==> src/rtl/hazard_scoreboard_pkg.sv <==
// Shared constants and helpers for the issue/retire hazard scoreboard.
package hazard_scoreboard_pkg;

  localparam int REG_ADDR_W = 5;
  localparam int NUM_REGS   = 32;
  localparam int ZERO_REG   = 0;

  // x0 is hard-wired to zero, so writes to it never create an outstanding result.
  function automatic logic is_tracked(input logic [REG_ADDR_W-1:0] addr);
    return (addr != REG_ADDR_W'(ZERO_REG));
  endfunction

endpackage

==> src/rtl/hazard_scoreboard_sb_counter.sv <==
// Per-register pending-write counter: up/down with synchronous clear and an
// underflow indication when a decrement hits an empty counter.
module sb_counter #(
  parameter int CNT_W = 2
) (
  input  logic             clk,
  input  logic             rst,
  input  logic             clr,
  input  logic             inc,
  input  logic             dec,
  output logic [CNT_W-1:0] cnt,
  output logic             underflow
);

  logic [CNT_W-1:0] cnt_d;
  logic [CNT_W-1:0] cnt_q;
  logic             uf_s;

  // Next count: clear wins, simultaneous inc/dec cancel, underflow holds at zero.
  always_comb begin
    cnt_d = cnt_q;
    uf_s  = 1'b0;
    if (clr) begin
      cnt_d = {CNT_W{1'b0}};
    end else if (inc && !dec) begin
      if (cnt_q == {CNT_W{1'b1}}) begin
        cnt_d = cnt_q;
      end else begin
        cnt_d = cnt_q + CNT_W'(1);
      end
    end else if (dec && !inc) begin
      if (cnt_q == {CNT_W{1'b0}}) begin
        cnt_d = cnt_q;
        uf_s  = 1'b1;
      end else begin
        cnt_d = cnt_q - CNT_W'(1);
      end
    end else begin
      cnt_d = cnt_q;
    end
  end

  // Count register with synchronous reset.
  always_ff @(posedge clk) begin
    if (rst) begin
      cnt_q <= {CNT_W{1'b0}};
    end else begin
      cnt_q <= cnt_d;
    end
  end

  assign cnt       = cnt_q;
  assign underflow = uf_s;

endmodule

==> src/rtl/hazard_scoreboard.sv <==
// Issue/retire scoreboard: tracks outstanding register writes between decode
// and write-back, and stalls fetch/decode on RAW, WAW saturation or capacity.
module hazard_scoreboard
  import hazard_scoreboard_pkg::*;
#(
  parameter int CNT_W        = 2,
  parameter int MAX_INFLIGHT = 4,
  parameter int INF_W        = 3
) (
  input  logic                  clk,
  input  logic                  rst,
  input  logic                  id_valid,
  input  logic                  id_rs1_r_ena,
  input  logic [REG_ADDR_W-1:0] id_rs1_r_addr,
  input  logic                  id_rs2_r_ena,
  input  logic [REG_ADDR_W-1:0] id_rs2_r_addr,
  input  logic                  id_rd_w_ena,
  input  logic [REG_ADDR_W-1:0] id_rd_w_addr,
  output logic                  id_ready,
  output logic                  stall_if,
  output logic                  stall_id,
  input  logic                  wb_valid,
  input  logic                  wb_rd_w_ena,
  input  logic [REG_ADDR_W-1:0] wb_rd_w_addr,
  input  logic                  flush,
  output logic [INF_W-1:0]      inflight_cnt,
  output logic                  sb_err
);

  logic [CNT_W-1:0]    pend_s [NUM_REGS];
  logic [NUM_REGS-1:1] reg_inc_s;
  logic [NUM_REGS-1:1] reg_dec_s;
  logic [NUM_REGS-1:1] reg_uf_s;

  logic raw_s;
  logic waw_s;
  logic cap_s;
  logic ready_s;
  logic issue_fire_s;
  logic trk_inc_s;
  logic trk_dec_s;
  logic inf_uf_s;

  logic [INF_W-1:0] inflight_d;
  logic [INF_W-1:0] inflight_q;
  logic             sb_err_d;
  logic             sb_err_q;

  // x0 has no counter; reading it through the table always yields zero.
  assign pend_s[0] = {CNT_W{1'b0}};

  for (genvar r = 1; r < NUM_REGS; r++) begin : g_pend
    sb_counter #(
      .CNT_W(CNT_W)
    ) u_cnt (
      .clk       (clk),
      .rst       (rst),
      .clr       (flush),
      .inc       (reg_inc_s[r]),
      .dec       (reg_dec_s[r]),
      .cnt       (pend_s[r]),
      .underflow (reg_uf_s[r])
    );
  end

  // Hazard detection from registered counts only; a same-cycle retire does not help.
  always_comb begin
    raw_s = 1'b0;
    waw_s = 1'b0;
    cap_s = 1'b0;
    if (id_rs1_r_ena && is_tracked(id_rs1_r_addr) &&
        (pend_s[id_rs1_r_addr] != {CNT_W{1'b0}})) begin
      raw_s = 1'b1;
    end else if (id_rs2_r_ena && is_tracked(id_rs2_r_addr) &&
                 (pend_s[id_rs2_r_addr] != {CNT_W{1'b0}})) begin
      raw_s = 1'b1;
    end else begin
      raw_s = 1'b0;
    end
    if (id_rd_w_ena && is_tracked(id_rd_w_addr)) begin
      waw_s = (pend_s[id_rd_w_addr] == {CNT_W{1'b1}});
      cap_s = (inflight_q == INF_W'(MAX_INFLIGHT));
    end else begin
      waw_s = 1'b0;
      cap_s = 1'b0;
    end
  end

  assign ready_s      = !flush && !raw_s && !waw_s && !cap_s;
  assign issue_fire_s = id_valid && ready_s;
  assign trk_inc_s    = issue_fire_s && id_rd_w_ena && is_tracked(id_rd_w_addr);
  // Retires are discarded in a flush cycle so they cannot underflow cleared state.
  assign trk_dec_s    = wb_valid && wb_rd_w_ena && is_tracked(wb_rd_w_addr) && !flush;

  // One-hot per-register increment/decrement strobes.
  always_comb begin
    reg_inc_s = {(NUM_REGS-1){1'b0}};
    reg_dec_s = {(NUM_REGS-1){1'b0}};
    for (int r = 1; r < NUM_REGS; r++) begin
      reg_inc_s[r] = trk_inc_s && (id_rd_w_addr == REG_ADDR_W'(r));
      reg_dec_s[r] = trk_dec_s && (wb_rd_w_addr == REG_ADDR_W'(r));
    end
  end

  // Global in-flight count, same inc/dec/underflow rules as the per-register counters.
  always_comb begin
    inflight_d = inflight_q;
    inf_uf_s   = 1'b0;
    if (flush) begin
      inflight_d = {INF_W{1'b0}};
    end else if (trk_inc_s && !trk_dec_s) begin
      inflight_d = inflight_q + INF_W'(1);
    end else if (trk_dec_s && !trk_inc_s) begin
      if (inflight_q == {INF_W{1'b0}}) begin
        inflight_d = inflight_q;
        inf_uf_s   = 1'b1;
      end else begin
        inflight_d = inflight_q - INF_W'(1);
      end
    end else begin
      inflight_d = inflight_q;
    end
  end

  // Sticky error: any underflow latches until reset; flush leaves it alone.
  always_comb begin
    sb_err_d = sb_err_q;
    if (inf_uf_s || (|reg_uf_s)) begin
      sb_err_d = 1'b1;
    end else begin
      sb_err_d = sb_err_q;
    end
  end

  // State registers with synchronous reset.
  always_ff @(posedge clk) begin
    if (rst) begin
      inflight_q <= {INF_W{1'b0}};
      sb_err_q   <= 1'b0;
    end else begin
      inflight_q <= inflight_d;
      sb_err_q   <= sb_err_d;
    end
  end

  assign id_ready     = ready_s;
  assign stall_if     = id_valid && !ready_s;
  assign stall_id     = id_valid && !ready_s;
  assign inflight_cnt = inflight_q;
  assign sb_err       = sb_err_q;

endmodule
==> config.mk <==
export PLATFORM = sky130hd
export DESIGN_NAME = hazard_scoreboard
export DESIGN_NICKNAME = d
export VERILOG_FILES = /design/src/rtl/hazard_scoreboard_pkg.sv /design/src/rtl/hazard_scoreboard_sb_counter.sv /design/src/rtl/hazard_scoreboard.sv
export SDC_FILE = /design/constraint.sdc
export NUM_CORES = 1
export LEC_CHECK = 0
export ABC_AREA = 0
export CAP_MARGIN = 5
export CORE_UTILIZATION = 41
export DETAILED_ROUTE_END_ITERATION = 16
export GPL_TIMING_DRIVEN = 0
export HOLD_SLACK_MARGIN = 0.15
export SLEW_MARGIN = 20
export SYNTH_ARGS = -nofsm -noshare
export SYNTH_HDL_FRONTEND = slang
export SYNTH_SLANG_ARGS = --single-unit
export TNS_END_PERCENT = 20
==> constraint.sdc <==
create_clock -name clk -period 4.9 [get_ports clk]
set_clock_uncertainty 0.2 [all_clocks]
set_input_delay 0.98 -clock clk [delete_from_list [all_inputs] [get_ports clk]]
set_output_delay 0.98 -clock clk [all_outputs]
set_load 0.05 [all_outputs]
* Yosys cells after proc, flatten, opt, wreduce, memory -nomap -nowiden
Index checks and enable logic that the tools add are counted.
Cells by class: $add $sub $neg 64, multiply operators 0, divide/modulo/power cells 0, order comparisons 3, eq/ne operators 158, shift-type cells 0, multiplexer cells 268, bitwise gates (word level) 3, reductions and logical operators 315
Operators with widths (number):
- $mux W2 | 130
- $eq A5 B5 Y1 const B | 32
- $logic_and A1 B1 Y1 | 141
- $mux W1 | 132
- $reduce_and A3 Y1 | 31
- $eq A5 B4 Y1 const B | 16
- $logic_not A1 Y1 | 69
- $reduce_bool A2 Y1 | 34
- $eq A2 B2 Y1 const B | 32
- $ne A2 B2 Y1 const B | 32
- $add A2 B1 Y2 const B | 31
- $logic_not A2 Y1 | 31
- $ne A2 B1 Y1 const B | 31
- $sub A2 B1 Y2 const B | 31
- $eq A5 B3 Y1 const B | 8
- $reduce_or A31 Y1 | 1
- $bmux W2 S5 | 3
- $eq A5 B2 Y1 const B | 4
- $reduce_bool A5 Y1 | 4
- $ge A6 B6 Y1 const B | 3
- $not A5 Y6 | 3
- $eq A5 B1 Y1 const B | 2
- $mux W3 | 3
- $add A3 B1 Y3 const B | 1
- 6 further kinds | 6
Word-level totals: bits in registers 66, latch bits 0, bits in writable memories 0, bits in read-only memories 0, bits of input ports 29, output and inout bits 7, word-level logic and storage cells 844, memories kept 0

* Depth between registers and ports, before layout
Gate-level depths: netlist of the first run.
word-level depth 23, gate-level depth with buffers 18, gate-level depth less buffers 15

* Cells and area by module
From an unflattened synthesis of the first run, not the netlist that was laid out.
Second synthesis, totals: cells, all modules 854, area, all modules 6478.7 um^2
By module, submodules not included:
- sb_counter | instances 31, cells an instance 17, area an instance 142.6 um^2, sequential area each 40.0 um^2
- hazard_scoreboard | instances 1, cells an instance 327, area an instance 2057.0 um^2, sequential area each 80.1 um^2

* Worst setup path after synthesis of the first run
No wires, ideal clock.
kind input to output, start point input port id_rd_w_addr[0], end point output port stall_if, arrival time 3.835 ns, data required time 3.720 ns, setup slack -0.115 ns, stages 9, path buffers 2, path through buf_2 mux2_1 a221oi_1 nor4_1 a211oi_2 o31ai_1 nor3_2 nor2b_1 buf_4
On the way: cells in the longest elaborated chain, start to end 11, elaborated cells between the ends (all ways) 15, those cells by class eq/ne (1); mux (5); bitwise (1); reduce/logical (8)
RTL lines:
- from (decl) | line hazard_scoreboard.sv:18 | input logic [REG_ADDR_W-1:0] id_rd_w_addr,
- $not A5 Y6 (implied by the code) | line hazard_scoreboard.sv:81 | waw_s = (pend_s[id_rd_w_addr] == {CNT_W{1'b1}});
- $bmux W2 S5 | line hazard_scoreboard.sv:81
- $mux W2 (implied by the code) (2 in a row) | line hazard_scoreboard.sv:81
- $eq A2 B2 Y1 | line hazard_scoreboard.sv:81
- $mux W1 | line hazard_scoreboard.sv:80 | if (id_rd_w_ena && is_tracked(id_rd_w_addr)) begin
- $logic_not A1 Y1 | line hazard_scoreboard.sv:89 | assign ready_s = !flush && !raw_s && !waw_s && !cap_s;
- $logic_and A1 B1 Y1 | line hazard_scoreboard.sv:89
- $logic_and A1 B1 Y1 (*) | line hazard_scoreboard.sv:89
- via id_ready | line hazard_scoreboard.sv:19 | output logic id_ready,
- $logic_not A1 Y1 (*)
- $logic_and A1 B1 Y1 (*)
- to (decl) | line hazard_scoreboard.sv:20 | output logic stall_if,
The timed path passes the listed nets; every way through them passes the cells marked *. The select of a mux whose other input is x is not followed.

* Worst setup path in the final report of the first run
start point input port id_rd_w_addr[0], end point register sb_err_q (netlist: sb_err)
On the way: cells in the longest elaborated chain, start to end 20, elaborated cells between the ends (all ways) 272, those cells by class eq/ne (32); mux (101); bitwise (1); reduce/logical (138)
RTL lines:
- $not A5 Y6 (implied by the code) | line hazard_scoreboard.sv:81
- $bmux W2 S5 | line hazard_scoreboard.sv:81
- $mux W2 (implied by the code) (2 in a row) | line hazard_scoreboard.sv:81
- $eq A2 B2 Y1 | line hazard_scoreboard.sv:81
- $mux W1 | line hazard_scoreboard.sv:80
- $logic_not A1 Y1 | line hazard_scoreboard.sv:89
- $logic_and A1 B1 Y1 (2 in a row) | line hazard_scoreboard.sv:89
- $logic_and A1 B1 Y1 | line hazard_scoreboard.sv:90 | assign issue_fire_s = id_valid && ready_s;
- $logic_and A1 B1 Y1 (2 in a row) | line hazard_scoreboard.sv:91 | assign trk_inc_s = issue_fire_s && id_rd_w_ena && is_tracked(id_rd_w_addr);
- $logic_and A1 B1 Y1 | line hazard_scoreboard.sv:100 | reg_inc_s[r] = trk_inc_s && (id_rd_w_addr == REG_ADDR_W'(r));
- $logic_not A1 Y1 | line hazard_scoreboard_sb_counter.sv:31 | end else if (dec && !inc) begin
- $logic_and A1 B1 Y1 | line hazard_scoreboard_sb_counter.sv:31
- $mux W1 | line hazard_scoreboard_sb_counter.sv:31
- $mux W1 | line hazard_scoreboard_sb_counter.sv:25 | end else if (inc && !dec) begin
- $mux W1 | line hazard_scoreboard_sb_counter.sv:23 | if (clr) begin
- $reduce_or A31 Y1 | line hazard_scoreboard.sv:128 | if (inf_uf_s || (|reg_uf_s)) begin
- $logic_or A1 B1 Y1 (*) | line hazard_scoreboard.sv:128
- to (signal assigned) | line hazard_scoreboard.sv:142 | sb_err_q <= sb_err_d;
- to (decl) | line hazard_scoreboard.sv:47 | logic sb_err_q;
Every way passes the cells marked *; elsewhere a longest branch is shown, timed or not. The select of a mux whose other input is x is not followed. A chain may end at the register's enable or synchronous reset.

==> results of run 1 <==
[worst min-delay path, stage by stage, from the launching register on]
cell and delay [ns]:
dfxtp_1 0.34, nand2_1 0.07, a21oi_1 0.06
[worst paths after layout]
| kind | start | end | slack (ns) | cells after the start |
|---|---|---|---|---|
| worst max-delay path | id_rd_w_addr[0] | sb_err | 0.07 | 14 |
| worst min-delay path | g_pend[22].u_cnt.cnt[1] | g_pend[22].u_cnt.cnt[1] | 0.32 | 2 |
| worst max register to register | g_pend[2].u_cnt.cnt[1] | sb_err | 0.61 | 13 |
| worst min register to register | g_pend[22].u_cnt.cnt[1] | g_pend[22].u_cnt.cnt[1] | 0.32 | 2 |
[cells in the mapped netlist (5+ instances only)]
| master | number |
|---|---|
| nor2_1 | 87 |
| nand2_1 | 76 |
| dfxtp_1 | 66 |
| nor3_1 | 52 |
| o21ai_0 | 45 |
| a21oi_1 | 44 |
| a211oi_1 | 33 |
| nand2b_1 | 31 |
| nand3_1 | 26 |
| o21a_1 | 22 |
| a31oi_1 | 18 |
| clkbuf_1 | 14 |
| inv_1 | 14 |
| nor2b_1 | 13 |
| and3_1 | 11 |
| buf_2 | 10 |
| and2_1 | 9 |
| nor3b_1 | 9 |
| o211ai_1 | 9 |
| a2111oi_0 | 8 |
| mux4_2 | 8 |
| a311oi_1 | 7 |
| or2_2 | 7 |
| or3_1 | 6 |
| a22o_1 | 5 |
| and4_1 | 5 |
| buf_6 | 5 |
| nor4_1 | 5 |
[registers in the layout, indices dropped and copies added (netlist names)]
signal / flops
sb_err: 1
g_pend.u_cnt.cnt: 62
inflight_cnt: 3
[per-stage QoR]
| stage | instances | total power, uW | util [%] | hold slack [ns] |
|---|---|---|---|---|
| after floorplan | 729 | 673 | - | 0.272 |
| after global placement | 931 | 765 | 46.4 | 0.288 |
| after detailed placement | 931 | 764 | 46.4 | 0.294 |
| after CTS | 953 | 1390 | 49.5 | 0.306 |
| after global routing | 954 | 1440 | 49.9 | 0.331 |
| final | 954 | 1400 | 49.9 | 0.317 |
[layout make-up]
type,count,area share (%)
Tap cell,172,3.40
Buffer,32,2.93
Clock inverter,2,0.158
Timing Repair Buffer,37,5.70
Inverter,17,1.03
Sequential cell,66,20.9
Multi-Input combinational cell,614,61.5
Clock buffer,14,4.33
[repair_timing]
item / CTS / global route
gates resized for setup: 22 / 11
pin swaps: 4 / 2
setup buffers: 6 / 1
hold buffers: 0 / 0
endpoints found under the setup margin: 16 / 6
[power breakdown]
group          leakage (uW)  switching [uW]  internal (uW)
Sequential         0.000531            1.11            538
Clock              0.000143             245            383
Combinational       0.00134             156           74.2
Total               0.00202             402            995
[kinds of logic after synthesis]
kind of cell	Yosys count	share of synthesized area, %
AOI/OAI and AO/OA	235	30.3
xor gates and xnor gates	2	0.327
adders and majority gates	3	0.841
buffers and inverters	49	4.60
DFF	66	24.7
muxes	16	5.54
and+or+nand+nor	358	33.7
[layer usage]
| metal | up-vias | part of all wire, % |
|---|---|---|
| met3 | 74 | 8.1 |
| met1 | 2963 | 42 |
| li1 | 2842 | - |
| met4 | 0 | 5.8 |
| met2 | 307 | 44 |
| met5 | - | 0 |
==> PnR_summary.wiki, run 1 <==
{| class="wikitable"
! Metric !! Value
|-
| Largest net degree at the start of global routing || 11
|-
| I/O pins || 36
|-
| Final worst setup slack || 0.0709 ns
|-
| Met2 usage || 56.8%
|-
| Overall via count from detail_route || 6186
|-
| Number of placement rows || 41
|-
| Root buffer cell || clkbuf_16
|-
| Clock latency at the later pin of the worst-skew pair || around 0.34 ns
|-
| Clock-pin slew on the worst setup and hold paths || 0.06 ns
|-
| Length of the first detailed-routing pass in iterations || 7
|-
| Power per cell area || 221 nW/um^2
|-
| Total global routing overflow || 0
|-
| Share of post-route cells with drive strength above 1 || 11.4%
|-
| YS warnings || 0
|-
| DIE WIDTH || 116 microns
|-
| Post-Synthesis Net Count || 761
|-
| Met1 demand-to-capacity share in global routing || 45.4%
|-
| Largest stage delay on the critical path || 0.48 ns
|-
| Category of the most critical setup path || input pin to register
|-
| Leakage power of the design || 0.00202 uW
|-
| Final design area excluding fillers || 6320 sq um
|-
| Worst slack after detailed placement || -1.68 ns
|-
| Half-perimeter wire length after detailed placement || roughly 18000 microns
|-
| Number of vias per cell || 6.48
|-
| Buffer levels on the longest clock path || 2
|-
| Syn Inst Count || between 700 and 800
|-
| GPL Wtd Cong || 1.02
|-
| DRT antenna net count || 0
|-
| Final routed DRC violation total || 0
|-
| EDFF count, synth || 0
|-
| Clock period minus final worst setup slack || 4.83 ns
|-
| Max-capacitance violation count || 0
|-
| CTS buffer count || 9
|-
| Wirelength, routed || ~24000 microns
|-
| Top library cells by usage in the layout, fill and taps aside || nor2_1, nand2_1, dfxtp_1
|-
| Post-Route Setup TNS || 0 ns
|-
| Sequential Area || between 1000 and 1500 sq um
|-
| Setup crit end kind || register
|-
| Register area share after synthesis || about 25%
|-
| Most used DFF post-synth || dfxtp_1
|-
| Critical path arrival || just under 5 ns
|-
| Clock tree from TritonCTS || yes
|-
| Core outline area || approximately 13000 sq um
|-
| Worst-path cell chain || buf_2 > mux2_1 > a221oi_2 > nor4_2 > buf_4 > buf_4 > a211oi_4 > o21ai_2 > nor4_4 > buf_2 > a31oi_1 > a22o_1 > nor4_2 > a311oi_1
|-
| Crit Path Max Fanout || 10
|-
| Total of flip-flops plus latches after synthesis || 66
|-
| Final cycle utilization of the critical path || between 90% and 100%
|-
| Multi-input logic area || 3890 sq um
|-
| Outcome || completed
|-
| Mean post-synth cell area || 7.35 sq um
|-
| Die area || 13500 sq um
|-
| Port bufs || 30
|-
| Final setup violation count || 0
|-
| Met3 track demand over resource in global routing || 8.87%
|-
| Fraction of registers with async set or reset after synthesis || 0%
|-
| Required time reported for the critical path endpoint || 4.89 ns
|-
| Initial antenna violation count || 0
|-
| Die height || between 100 and 150 microns
|-
| Sinks on Clock Net || between 60 and 70
|-
| Number of DRC markers in iteration 0 || 522
|-
| Largest delay share family, worst path || compound AO/OA/AOI/OAI gates
|-
| Maximum VDD drop || 166 uV
|-
| Mapped Area || 5360 sq um
|-
| Crit path max-delay cell type || nor4_2
|-
| Highest-utilization routing layer at the global route stage || met2
|-
| Average wire per standard cell || about 25 microns
|-
| Nets@finish || 809
|-
| Initial Util || 42.3%
|-
| Area delta synth->final || 18.0%
|-
| Fraction of post-synthesis cell area in the top cell type by area || 24.7%
|-
| Number of buffers and inverters on the critical path || 4
|-
| All-Layer GR Usage || a little over a third
|-
| First-pass GRT wire length || 35100 microns
|-
| Slew @ Worst Pin || approximately 0.99 ns
|-
| Antenna diode count || 0
|-
| Post-synthesis cell type with the largest combined area || dfxtp_1
|-
| Worst hold path type || register to register
|-
| Clock H-tree levels || 3
|-
| Startpoint kind of the worst setup timing path || input pin
|-
| Maximum operating frequency || 207 MHz
|-
| Final Hold Violating Endpoints || 0
|-
| Cell types with the largest area share after synthesis || dfxtp_1, nor2_1, nand2_1
|-
| Final Slew Violations || 0
|-
| Most common cell after layout, fill and taps aside || nor2_1
|-
| Filler cell count || 1329
|-
| Number of distinct library cells after synthesis || 81
|-
| Worst slew margin relative to its limit || 33.9%
|-
| Post-Place Cell Area || about 6000 sq um
|-
| Vias in the first global route || 5836
|}
(Power assumes the default switching activity.)
==> run 2: changes to the inputs <==
CORE_UTILIZATION = 30   (was 41)
==> PnR_summary.wiki, run 2 (synthesized netlist as in run 1, its figures left out) <==
{| class="wikitable"
! Metric !! Value
|-
| Filler cell count || 1849 (+39%)
|-
| Count of placed standard cells in the final layout, fillers left out || 1007 (+5.6%)
|-
| Core outline area || 17400 sq um (+37%)
|-
| Die height || 136 microns (+17%)
|-
| GPL Wtd Cong || 1.01 (-0.83%)
|-
| Worst slew margin relative to its limit || 34.2% (+0.37 points)
|-
| Clock-pin slew on the worst setup and hold paths || 0.05 ns (about the same)
|-
| CTS buffer count || 9 (unchanged)
|-
| Final setup violation count || 0 (unchanged)
|-
| RSZ-0062 raised after global routing || no
|-
| Final routed DRC violation total || 0 (unchanged)
|-
| Crit path launch || id_rs2_r_addr[1]
|-
| Vias in the first global route || 5435 (-6.9%)
|-
| Largest stage delay on the critical path || 0.50 ns (+0.02 ns)
|-
| First-pass GRT wire length || 32700 microns (-7.0%)
|-
| Leakage power of the design || 0.00202 uW (about the same)
|-
| Initial Util || 30.9% (-11 points)
|-
| Startpoint kind of the worst setup timing path || input pin
|-
| DIE WIDTH || 136 microns (+17%)
|-
| Worst-path cell chain || clkdlybuf4s50_1 > buf_2 > nor3_1 > a2111oi_0 > o41ai_1 > o2111ai_1 > o2111a_2 > nor3_4 > nor2b_2 > buf_4 > clkdlybuf4s15_2
|-
| Wirelength, routed || 22200 microns (-6.4%)
|-
| Half-perimeter wire length after detailed placement || 17000 microns (-7.4%)
|-
| Antenna diode count || 0 (unchanged)
|-
| Max-capacitance violation count || 0 (unchanged)
|-
| Outcome || completed
|-
| Post-cts hold buffer count || 0 (unchanged)
|-
| Initial antenna violation count || 0 (unchanged)
|-
| Critical R2R Capture || sb_err
|-
| Root buffer cell || clkbuf_16
|-
| Crit path max-delay cell type || clkdlybuf4s50_1
|-
| Fin Hold WS || 0.306 ns (-0.0105 ns)
|-
| Area delta synth->final || 19.9%
|-
| CP endpoint || stall_if
|-
| Number of placement rows || 48 (+17%)
|-
| Critical path arrival || 3.56 ns (-1.26 ns)
|-
| Final design area excluding fillers || 6420 sq um (+1.6%)
|-
| Post-Place Cell Area || 5950 sq um (+1.1%)
|-
| Worst slack after detailed placement || -1.13 ns (+0.551 ns)
|-
| Clock H-tree levels || 3 (unchanged)
|-
| Sinks on Clock Net || 66 (unchanged)
|-
| Total global routing overflow || 0 (unchanged)
|-
| I/O pins || 36 (unchanged)
|-
| Final worst setup slack || 0.163 ns (+0.0921 ns)
|-
| Share of post-route cells with drive strength above 1 || 11.0% (-0.38 points)
|-
| Maximum operating frequency || 211 MHz (+1.9%)
|-
| DRT antenna net count || 0 (unchanged)
|-
| Maximum VDD drop || 147 uV (-11%)
|-
| Worst hold path type || register to register
|-
| Setup crit end kind || output pin
|-
| Number of DRC markers in iteration 0 || 691 (+32%)
|-
| Clock latency at the later pin of the worst-skew pair || 0.35 ns (about the same)
|-
| Category of the most critical setup path || input pin to output pin
|-
| Post-Route Setup TNS || 0 ns (unchanged)
|-
| R2R setup slack || 0.72 ns (+0.11 ns)
|-
| Worst r2r path cells || 13 (unchanged)
|-
| Most common cell after layout, fill and taps aside || nor2_1
|-
| Final Hold Violating Endpoints || 0 (unchanged)
|-
| Die area || 18400 sq um (+36%)
|-
| Buffer levels on the longest clock path || 2 (unchanged)
|-
| Clock tree from TritonCTS || yes
|-
| Final Slew Violations || 0 (unchanged)
|-
| Length of the first detailed-routing pass in iterations || 6 (-1)
|-
| Max FFs per register || 62 (unchanged)
|-
| Placed Cells incl. Taps || 984 (+5.7%)
|-
| Largest net degree at the start of global routing || 12 (+1)
|-
| Clock period minus final worst setup slack || 4.74 ns (-0.0921 ns)
|-
| Top library cells by usage in the layout, fill and taps aside || nor2_1, nand2_1, dfxtp_1
|-
| Average wire per standard cell || 22.0 microns (-11%)
|-
| Startpoint of the worst register-to-register path || g_pend[3].u_cnt.cnt[1]
|-
| All-Layer GR Usage || 24.5% (-12 points)
|-
| Power per cell area || 240 nW/um^2 (+8.6%)
|-
| Final cycle utilization of the critical path || 96.7% (-1.9 points)
|-
| Number of vias per cell || 6.05 (-6.7%)
|-
| Nets@finish || 809 (unchanged)
|-
| Port bufs || 30 (unchanged)
|-
| Slew @ Worst Pin || 0.987 ns (-0.00548 ns)
|-
| Overall via count from detail_route || 6090 (-1.6%)
|-
| Required time reported for the critical path endpoint || 3.72 ns (-1.17 ns)
|-
| Crit Path Max Fanout || 10 (unchanged)
|}
## run 2: cell count changes in the layout (fill, tap and decap cells not counted), moves of 2 or more
cell and delta:
a2111oi_2 -3, bufinv_16 +3, a2111oi_1 +2, a221oi_1 +2, a221oi_2 -2, clkinv_2 -2
## run 2: report_power, final
part           switching [uW]  total [uW]  leakage (uW)  internal (uW)
logic                     146         220       0.00132           73.5
registers                1.17         539      0.000531            538
clock network             258         782      0.000169            525
total                     405        1540       0.00202           1140
## run 2: what timing repair did
| item | CTS | global route |
|---|---|---|
| gates resized for setup | 18 | 10 |
| hold endpoints to repair | 0 | 0 |
| pin swaps | 2 | 5 |
| endpoints found under the setup margin | 5 | 24 |
| setup buffers | 4 | 3 |
## run 2: worst max-delay path, delay by kind of cell
kind                   cells  cell delay, ns
and+or+nand+nor            3            0.29
buffers and inverters      4            1.19
AOI/OAI and AO/OA          4            1.09
## run 2: layout make-up
class	count	area (sq um)	area share (%)
Tap cell	225	282	4.38
Clock inverter	4	97.6	1.52
Sequential cell	66	1320	20.6
Clock buffer	12	256	3.99
Buffer	32	185	2.88
Timing Repair Buffer	37	357	5.55
Inverter	17	65.1	1.01
Multi-Input combinational cell	614	3860	60.1
## run 2: how the worst min path moves through the flow
stage	startpoint	end	slack (ns)	depth (start not counted)
2_1_floorplan	g_pend[11].u_cnt.cnt[1]	g_pend[11].u_cnt.cnt[1]	0.27	2
3_3_place_gp	g_pend[11].u_cnt.cnt[1]	g_pend[11].u_cnt.cnt[1]	0.30	2
3_5_place_dp	g_pend[11].u_cnt.cnt[1]	g_pend[11].u_cnt.cnt[1]	0.30	2
4_1_cts	g_pend[11].u_cnt.cnt[1]	g_pend[11].u_cnt.cnt[1]	0.31	2
5_1_grt	g_pend[27].u_cnt.cnt[0]	g_pend[27].u_cnt.cnt[1]	0.34	2
6_report	g_pend[11].u_cnt.cnt[1]	g_pend[11].u_cnt.cnt[1]	0.31	2
## run 2: stage by stage
stage	power [uW]	util, %
finish	1540	37.0
detailed placement	757	34.3
CTS	1540	36.7
global route	1580	37.0
floorplan	673	-
global placement	757	34.3
## run 2: routing by layer
metal / track usage (%) / vias up / routed length [microns]
met5: 0 / - / 0
met4: 12.0 / 0 / 888
met3: 7.15 / 58 / 2020
met2: 36.2 / 285 / 9420
met1: 32.2 / 2907 / 9870
li1: - / 2840 / -
==> run 3: changes to the inputs <==
ABC_CLOCK_PERIOD_IN_PS = 4900   (was unset)
==> results of run 3 <==
No change in the layout: final DEF, timing and power equal those of run 2.
